$ cat src/rtl/mas_mod_stream_if.sv
// Operand/result handshake bundle for mas_mod_stream.
// The acc_mode signal exists only when MAS_ACC_EN is defined.
`timescale 1ns/1ps
interface mas_mod_stream_if #(
  parameter int DW = 5
);
  localparam int TW = 2 * DW;

  // Operand side
  logic          in_valid;
  logic          in_ready;
  logic [DW-1:0] din1;
  logic [DW-1:0] din2;
  logic [1:0]    sel;
  logic [DW-1:0] q;
`ifdef MAS_ACC_EN
  logic          acc_mode;
`endif

  // Result side
  logic          out_valid;
  logic          out_ready;
  logic [TW-1:0] tdout;
  logic [DW-1:0] dout;
  logic [1:0]    tcmp;

`ifdef MAS_ACC_EN
  modport master (
    output in_valid, din1, din2, sel, q, acc_mode, out_ready,
    input  in_ready, out_valid, tdout, dout, tcmp
  );
  modport slave (
    input  in_valid, din1, din2, sel, q, acc_mode, out_ready,
    output in_ready, out_valid, tdout, dout, tcmp
  );
`else
  modport master (
    output in_valid, din1, din2, sel, q, out_ready,
    input  in_ready, out_valid, tdout, dout, tcmp
  );
  modport slave (
    input  in_valid, din1, din2, sel, q, out_ready,
    output in_ready, out_valid, tdout, dout, tcmp
  );
`endif
endinterface

$ cat src/rtl/mas_mod_stream.sv
// Modular ALU with fixed-latency shift-subtract reduction to the residue in [0,q).
// Optional accumulator feedback is enabled by defining MAS_ACC_EN.
`timescale 1ns/1ps
module mas_mod_stream #(
  parameter int DW = 5
) (
  input logic             clk,
  input logic             rst_n,
  mas_mod_stream_if.slave bus
);
  localparam int TW = 2 * DW;
  localparam int MW = TW + DW;
  localparam int KW = $clog2(TW);

  typedef enum logic [2:0] {
    S_IDLE,
    S_CALC,
    S_RED,
    S_FIX,
    S_OUT
  } state_e;

  state_e        state_q, state_d;
  logic [DW-1:0] a_q, a_d;
  logic [DW-1:0] b_q, b_d;
  logic [DW-1:0] mod_q, mod_d;
  logic [1:0]    sel_q, sel_d;
  logic [MW-1:0] m_q, m_d;
  logic [KW-1:0] k_q, k_d;
  logic [TW-1:0] tdout_q, tdout_d;
  logic [DW-1:0] dout_q, dout_d;
  logic [1:0]    tcmp_q, tcmp_d;
  logic          in_ready_q, in_ready_d;
  logic          out_valid_q, out_valid_d;
`ifdef MAS_ACC_EN
  logic [DW-1:0] acc_q, acc_d;
`endif

  logic signed [TW-1:0] a_ext, b_ext, q_ext, t_calc;
  logic        [TW-1:0] t_abs;
  logic        [MW-1:0] q_shift;
  logic        [DW-1:0] a_src;
  logic                 q_err;

  assign a_ext   = {{DW{a_q[DW-1]}}, a_q};
  assign b_ext   = {{DW{b_q[DW-1]}}, b_q};
  assign q_ext   = {{DW{mod_q[DW-1]}}, mod_q};
  assign q_err   = mod_q[DW-1] || (mod_q == '0);
  // Wide enough that q<<(TW-1) never loses bits.
  assign q_shift = MW'(mod_q) << k_q;

`ifdef MAS_ACC_EN
  assign a_src = bus.acc_mode ? acc_q : bus.din1;
`else
  assign a_src = bus.din1;
`endif

  // Low TW bits of the product of sign-extended operands equal the full signed product.
  always_comb begin
    t_calc = '0;
    case (sel_q)
      2'b00:   t_calc = a_ext + b_ext;
      2'b01:   t_calc = a_ext - b_ext;
      2'b10:   t_calc = a_ext * b_ext;
      default: t_calc = a_ext;
    endcase
    t_abs = t_calc[TW-1] ? TW'(-t_calc) : TW'(t_calc);
  end

  always_comb begin
    // NOTE: every _d takes its held value first, so no path through the case can infer a latch.
    state_d = state_q;
    a_d     = a_q;
    b_d     = b_q;
    mod_d   = mod_q;
    sel_d   = sel_q;
    m_d     = m_q;
    k_d     = k_q;
    tdout_d = tdout_q;
    dout_d  = dout_q;
    tcmp_d  = tcmp_q;
`ifdef MAS_ACC_EN
    acc_d   = acc_q;
`endif

    case (state_q)
      S_IDLE: begin
        if (bus.in_valid) begin
          a_d     = a_src;
          b_d     = bus.din2;
          sel_d   = bus.sel;
          mod_d   = bus.q;
          state_d = S_CALC;
        end
      end

      S_CALC: begin
        tdout_d = t_calc;
        if (q_err)                tcmp_d = 2'b11;
        else if (t_calc >= q_ext) tcmp_d = 2'b01;
        else if (t_calc[TW-1])    tcmp_d = 2'b10;
        else                      tcmp_d = 2'b00;
        m_d     = {{DW{1'b0}}, t_abs};
        k_d     = KW'(TW - 1);
        state_d = S_RED;
      end

      // One conditional subtract of q<<k per cycle; skipped entirely for an illegal modulus.
      S_RED: begin
        if (!q_err && (m_q >= q_shift)) m_d = m_q - q_shift;
        if (k_q == '0) state_d = S_FIX;
        else           k_d     = k_q - 1'b1;
      end

      // A negative T with nonzero |T| mod q folds back into [0,q).
      S_FIX: begin
        if (q_err)                           dout_d = '0;
        else if (tdout_q[TW-1] && m_q != '0) dout_d = mod_q - m_q[DW-1:0];
        else                                 dout_d = m_q[DW-1:0];
        state_d = S_OUT;
      end

      S_OUT: begin
        if (bus.out_ready) begin
          state_d = S_IDLE;
`ifdef MAS_ACC_EN
          acc_d   = dout_q;
`endif
        end
      end

      default: state_d = S_IDLE;
    endcase

    in_ready_d  = (state_d == S_IDLE);
    out_valid_d = (state_d == S_OUT);
  end

  // NOTE: state updates use non-blocking assignments so every flop samples pre-edge values.
  always_ff @(posedge clk or negedge rst_n) begin
    if (!rst_n) begin
      state_q     <= S_IDLE;
      a_q         <= '0;
      b_q         <= '0;
      mod_q       <= '0;
      sel_q       <= '0;
      m_q         <= '0;
      k_q         <= '0;
      tdout_q     <= '0;
      dout_q      <= '0;
      tcmp_q      <= '0;
      in_ready_q  <= 1'b1;
      out_valid_q <= 1'b0;
`ifdef MAS_ACC_EN
      acc_q       <= '0;
`endif
    end else begin
      state_q     <= state_d;
      a_q         <= a_d;
      b_q         <= b_d;
      mod_q       <= mod_d;
      sel_q       <= sel_d;
      m_q         <= m_d;
      k_q         <= k_d;
      tdout_q     <= tdout_d;
      dout_q      <= dout_d;
      tcmp_q      <= tcmp_d;
      in_ready_q  <= in_ready_d;
      out_valid_q <= out_valid_d;
`ifdef MAS_ACC_EN
      acc_q       <= acc_d;
`endif
    end
  end

  assign bus.in_ready  = in_ready_q;
  assign bus.out_valid = out_valid_q;
  assign bus.tdout     = tdout_q;
  assign bus.dout      = dout_q;
  assign bus.tcmp      = tcmp_q;
endmodule

$ cat src/flat_wrapper.sv
// flat-port wrapper written by rule: the top's interface ports become plain ports
module mas_mod_stream_flat 
#(
  parameter int DW = 5
)
  (clk, rst_n, bus_in_valid, bus_din1, bus_din2, bus_sel, bus_q, bus_out_ready, bus_in_ready, bus_out_valid, bus_tdout, bus_dout, bus_tcmp);
  mas_mod_stream_if #(.DW(DW)) bus_i ();
  input logic clk;
  input logic rst_n;
  input wire logic [$bits(bus_i.in_valid)-1:0] bus_in_valid;
  input wire logic [$bits(bus_i.din1)-1:0] bus_din1;
  input wire logic [$bits(bus_i.din2)-1:0] bus_din2;
  input wire logic [$bits(bus_i.sel)-1:0] bus_sel;
  input wire logic [$bits(bus_i.q)-1:0] bus_q;
  input wire logic [$bits(bus_i.out_ready)-1:0] bus_out_ready;
  output wire logic [$bits(bus_i.in_ready)-1:0] bus_in_ready;
  output wire logic [$bits(bus_i.out_valid)-1:0] bus_out_valid;
  output wire logic [$bits(bus_i.tdout)-1:0] bus_tdout;
  output wire logic [$bits(bus_i.dout)-1:0] bus_dout;
  output wire logic [$bits(bus_i.tcmp)-1:0] bus_tcmp;
  assign bus_i.in_valid = bus_in_valid;
  assign bus_i.din1 = bus_din1;
  assign bus_i.din2 = bus_din2;
  assign bus_i.sel = bus_sel;
  assign bus_i.q = bus_q;
  assign bus_i.out_ready = bus_out_ready;
  assign bus_in_ready = bus_i.in_ready;
  assign bus_out_valid = bus_i.out_valid;
  assign bus_tdout = bus_i.tdout;
  assign bus_dout = bus_i.dout;
  assign bus_tcmp = bus_i.tcmp;
  mas_mod_stream #(.DW(DW)) u_core (.clk(clk), .rst_n(rst_n), .bus(bus_i));
endmodule
$ cat config.mk
export PLATFORM = sky130hd
export DESIGN_NAME = mas_mod_stream_flat
export DESIGN_NICKNAME = d
export VERILOG_FILES = /design/src/rtl/mas_mod_stream_if.sv /design/src/rtl/mas_mod_stream.sv /design/src/flat_wrapper.sv
export SDC_FILE = /design/constraint.sdc
export NUM_CORES = 1
export LEC_CHECK = 0
export CAP_MARGIN = 25
export CORE_AREA = 10 10 104 106
export CTS_BUF_LIST = sky130_fd_sc_hd__clkbuf_16
export CTS_CLUSTER_SIZE = 12
export DETAILED_ROUTE_END_ITERATION = 10
export DIE_AREA = 0 0 114 116
export PLACE_DENSITY = 0.84
export SYNTH_ARGS = -nofsm -noshare
export SYNTH_HDL_FRONTEND = slang
export SYNTH_SLANG_ARGS = --single-unit
export TNS_END_PERCENT = 10
$ cat constraint.sdc
create_clock -name clk -period 7.7 [get_ports clk]
set_clock_uncertainty 0.05 [all_clocks]
set_input_delay 1.155 -clock clk [delete_from_list [all_inputs] [get_ports clk]]
set_output_delay 1.155 -clock clk [all_outputs]
set_load 0.01 [all_outputs]
==> out/results.env <==
TIMING.HOLD.WORST.CLASS='reg -> reg'
SYNTH_ADDER_AREA_SHARE_PCT=20.4
HOLD_VIOL=0
FILLCELLCOUNT=687
COUNT_OF_FLIP_FLOPS_WITH_A_BUILT_IN_ENABLE_AFTER_SYNTHESIS=0
CRITICAL_PATH_REQUIRED_TIME_NS=7.86
GRT_MAX_DEGREE=59
SEQUENTIAL_CELL_AREA_UM2=1450
DIE_AREA_UM2=13200
SYNTH_TOP_FAMILY_BY_AREA='compound AO/OA/AOI/OAI gates'
FINALNETCOUNT=785
YOSYS_REGISTER_BITS=58
H-TREE-DEPTH=3
DELAY_OF_THE_SLOWEST_CRITICAL_PATH_STAGE_NS=0.55
ANT_NETS=0
DRC_VIOLATIONS=0
CLK_LATENCY_NS=0.33
MAX_FREQ_GHz=0.187
SETUP_VIOL=0
CRIT_BUF_INV=3
BUFFER_PORTS.INSERTED=39
SYNTH.YOSYS.WARNINGS=0
CELLS_AFTER_SYNTH=656
ROUTED_VIA_DENSITY=6.25
FINALWEIGHTEDCONGESTION=0.961
CLOCK_PATH_BUFFERS=2
YOSYS.AREA_SHARE.XOR_XNOR_PCT=3.94
CORE_ROWS=34
WORST_SETUP_PATH_END_KIND='register'
WORST_PATH_DOMINANT_CELL_FAMILY='adder cells'
WIRE_PER_INST_UM=18.7
TRITONCTS='built'
TIMING.CRITICAL_PATH.SLOWEST_STAGE_CELL='sky130_fd_sc_hd__fa_1'
DP.FINAL_HPWL_UM=11600
CTS_HOLD_FIX_BUFS=0
RELATIVE_MAX_TRANSITION_MARGIN_PCT=35.5
SYNTH-ASYNC-RESET-RATIO_PCT=100
SYNTH_CELL_TYPES=73
GRT_REMAINING_OVERFLOW=0
SYNTH_FP_NETS=755
CLKSINKCOUNT=58
RSZ0062_AT_GRT='no'
CTS_INSERTED_BUFFERS=9
DIE_WIDTH_UM=114
CRITPATHKIND='reg -> reg'
FIN_TNS_SETUP_NS=0
HIGHEST_COUNT_CELLS_IN_THE_LAYOUT_IGNORING_FILL_AND_TAPS='sky130_fd_sc_hd__nand2_1, sky130_fd_sc_hd__inv_1, sky130_fd_sc_hd__ha_1, sky130_fd_sc_hd__dfrtp_1, sky130_fd_sc_hd__o21ai_0'
SYN_AREA_UM2=5560
MAXCAPVIOLCOUNT=0
FINALCRITPERIODSHARE_PCT=69.6
SYNTH_SEQUENTIAL_AREA_RATIO_PCT=26.1
TOP_LEVEL_PORTS=40
MOSTFREQUENTLAYOUTCELL='sky130_fd_sc_hd__nand2_1'
DRT-TOTAL-WL_UM=15000
VIA_COUNT_OF_THE_FIRST_GLOBAL_ROUTING_PASS=5127
FINAL-MAX-SLEW-VIOLATION-COUNT=0
CLOCK-ROOT-BUFFER='sky130_fd_sc_hd__clkbuf_16'
DRIVE_GT1_SHARE_PCT=6.66
DR_TOTAL_VIAS=4990
CRIT_FANOUT=10
DRT-PASS1-ITER-COUNT=6
WORST_SETUP_HOLD_PATH_CLK_SLEW_NS=0.06
CTS_SETUP_BUFFERS=0
TIGHTESTPINTRANSITION_NS=0.967
INITIAL_CORE_UTILIZATION_PCT=64.0
FLOORPLAN.DIE.HEIGHT_UM=116
DIODES=0
WORST-ENDPOINT-ARRIVAL_NS=5.51
CTS.REPAIR.RESIZED=0
CP-START-KIND='register'
SYNTH.MUX.AREA_FRACTION_PCT=3.27
DETAILEDROUTE.FIRSTITERATIONVIOLATIONS=387
GRT_PASS1_WL_UM=25400
MULTIINPUTGATEAREA_UM2=3760
ANTENNA_VIOLATIONS_BEFORE_REPAIR=0
WORSTPATHCELLLIST='inv_1 > nor2_1 > fa_1 > inv_1 > fa_1 > fa_1 > inv_1 > ha_1 > nor2b_1 > o31a_1 > o21a_1 > o2111ai_2 > nand3_2 > ha_1 > and4_1 > a31oi_1 > a21boi_0 > o31ai_1 > a21oi_1 > o22a_1'
GR-USAGE-ALL-LAYERS_PCT=23.7
SYNTH_COMPOUND_GATE_AREA_SHARE_PCT=20.5
AVGSYNTHCELLAREA_UM2=8.47
MOST_USED_FLIP_FLOP_CELL_AFTER_SYNTHESIS='sky130_fd_sc_hd__dfrtp_1'
AREA_DELTA_SYNTH_FINAL_PCT=12.9
SYNTH_SIMPLE_GATE_AREA_SHARE_PCT=19.4
OUTCOME='finished clean'
PERIOD_MINUS_SLACK_NS=5.36
PLACEABLECOREAREA_UM2=8680
[tightest hold or removal path, cell delays in order, from the launching register on]
cell and delay (ns):
sky130_fd_sc_hd__dfrtp_1 0.34, sky130_fd_sc_hd__nand2_1 0.05, sky130_fd_sc_hd__nand2_1 0.04
[cells in the mapped netlist (10+ instances only)]
cell type | count | area, um^2
sky130_fd_sc_hd__a21o_1 | 10 | 75.1
sky130_fd_sc_hd__a21oi_1 | 22 | 110
sky130_fd_sc_hd__inv_1 | 63 | 236
sky130_fd_sc_hd__nor3_1 | 12 | 60.1
sky130_fd_sc_hd__fa_1 | 21 | 420
sky130_fd_sc_hd__and2_1 | 11 | 68.8
sky130_fd_sc_hd__clkbuf_1 | 15 | 56.3
sky130_fd_sc_hd__o31ai_1 | 10 | 75.1
sky130_fd_sc_hd__o21ai_0 | 45 | 225
sky130_fd_sc_hd__nand2_1 | 94 | 353
sky130_fd_sc_hd__xnor2_1 | 22 | 193
sky130_fd_sc_hd__o21a_1 | 15 | 113
sky130_fd_sc_hd__nand3_1 | 10 | 50.1
sky130_fd_sc_hd__dfrtp_1 | 57 | 1430
sky130_fd_sc_hd__nor2_1 | 44 | 165
sky130_fd_sc_hd__ha_1 | 57 | 713
[sequential cells by signal (all words and copies together) (netlist names), 2 cells and up]
name and count:
u_core.m_q 15, u_core.bus.tdout 10, u_core.a_q 5, u_core.b_q 5, u_core.bus.dout 5, u_core.mod_q 5, u_core.k_q 4, u_core.state_q 3
u_core.bus.tcmp 2, u_core.sel_q 2
[through the flow]
step,util (%),area [um^2],std cells,hold slack (ns),setup WS [ns]
floorplan,-,5560,656,0.429,2.81
global placement,69.2,6000,783,0.401,2.61
detailed placement,69.2,6000,783,0.407,2.41
CTS,72.3,6270,799,0.420,2.38
global route,72.3,6270,799,0.454,2.11
finish,72.3,6270,799,0.411,2.34
[final cells by class]
type	count	share of cell area, %
clock buffer	9	3.59
clock inverter	7	0.718
inverter	66	3.95
multi-input combinational	509	59.9
sequential	58	23.2
tap	108	2.15
timing repair buffer	42	6.50
[worst paths after layout]
check / depth (start not counted) / to / start / slack, ns
setup / recovery: 20 / u_core.bus.tcmp[0] / u_core.b_q[4] / 2.34
hold / removal: 2 / u_core.bus.dout[0] / u_core.bus.dout[0] / 0.41
setup reg to reg: 20 / u_core.bus.tcmp[0] / u_core.b_q[4] / 2.34
hold reg to reg: 2 / u_core.bus.dout[0] / u_core.bus.dout[0] / 0.41
max in group asynchronous: 2 / u_core.m_q[9] / rst_n / 6.18
min in group asynchronous: 2 / u_core.bus.dout[1] / rst_n / 0.93
[routing by layer]
layer	track usage (%)	up-vias	wire length, um
met4	11.5	0	633
met1	27.7	2351	6080
met5	0	-	0
li1	-	2358	-
met2	40.0	227	7160
met3	5.53	54	1080
[logic make-up (layout without fill, tap and decap cells)]
logic type / Yosys count / in the layout
compound gates: 165 / 165
xor+xnor: 25 / 25
fa+ha+maj: 78 / 78
buf+inv: 89 / 124
flops: 58 / 58
mux: 16 / 16
simple gates: 225 / 225
Power is left out: the tool's default activity adds up to more than one toggle a clock period on the data nets, which glitch-free logic cannot reach.
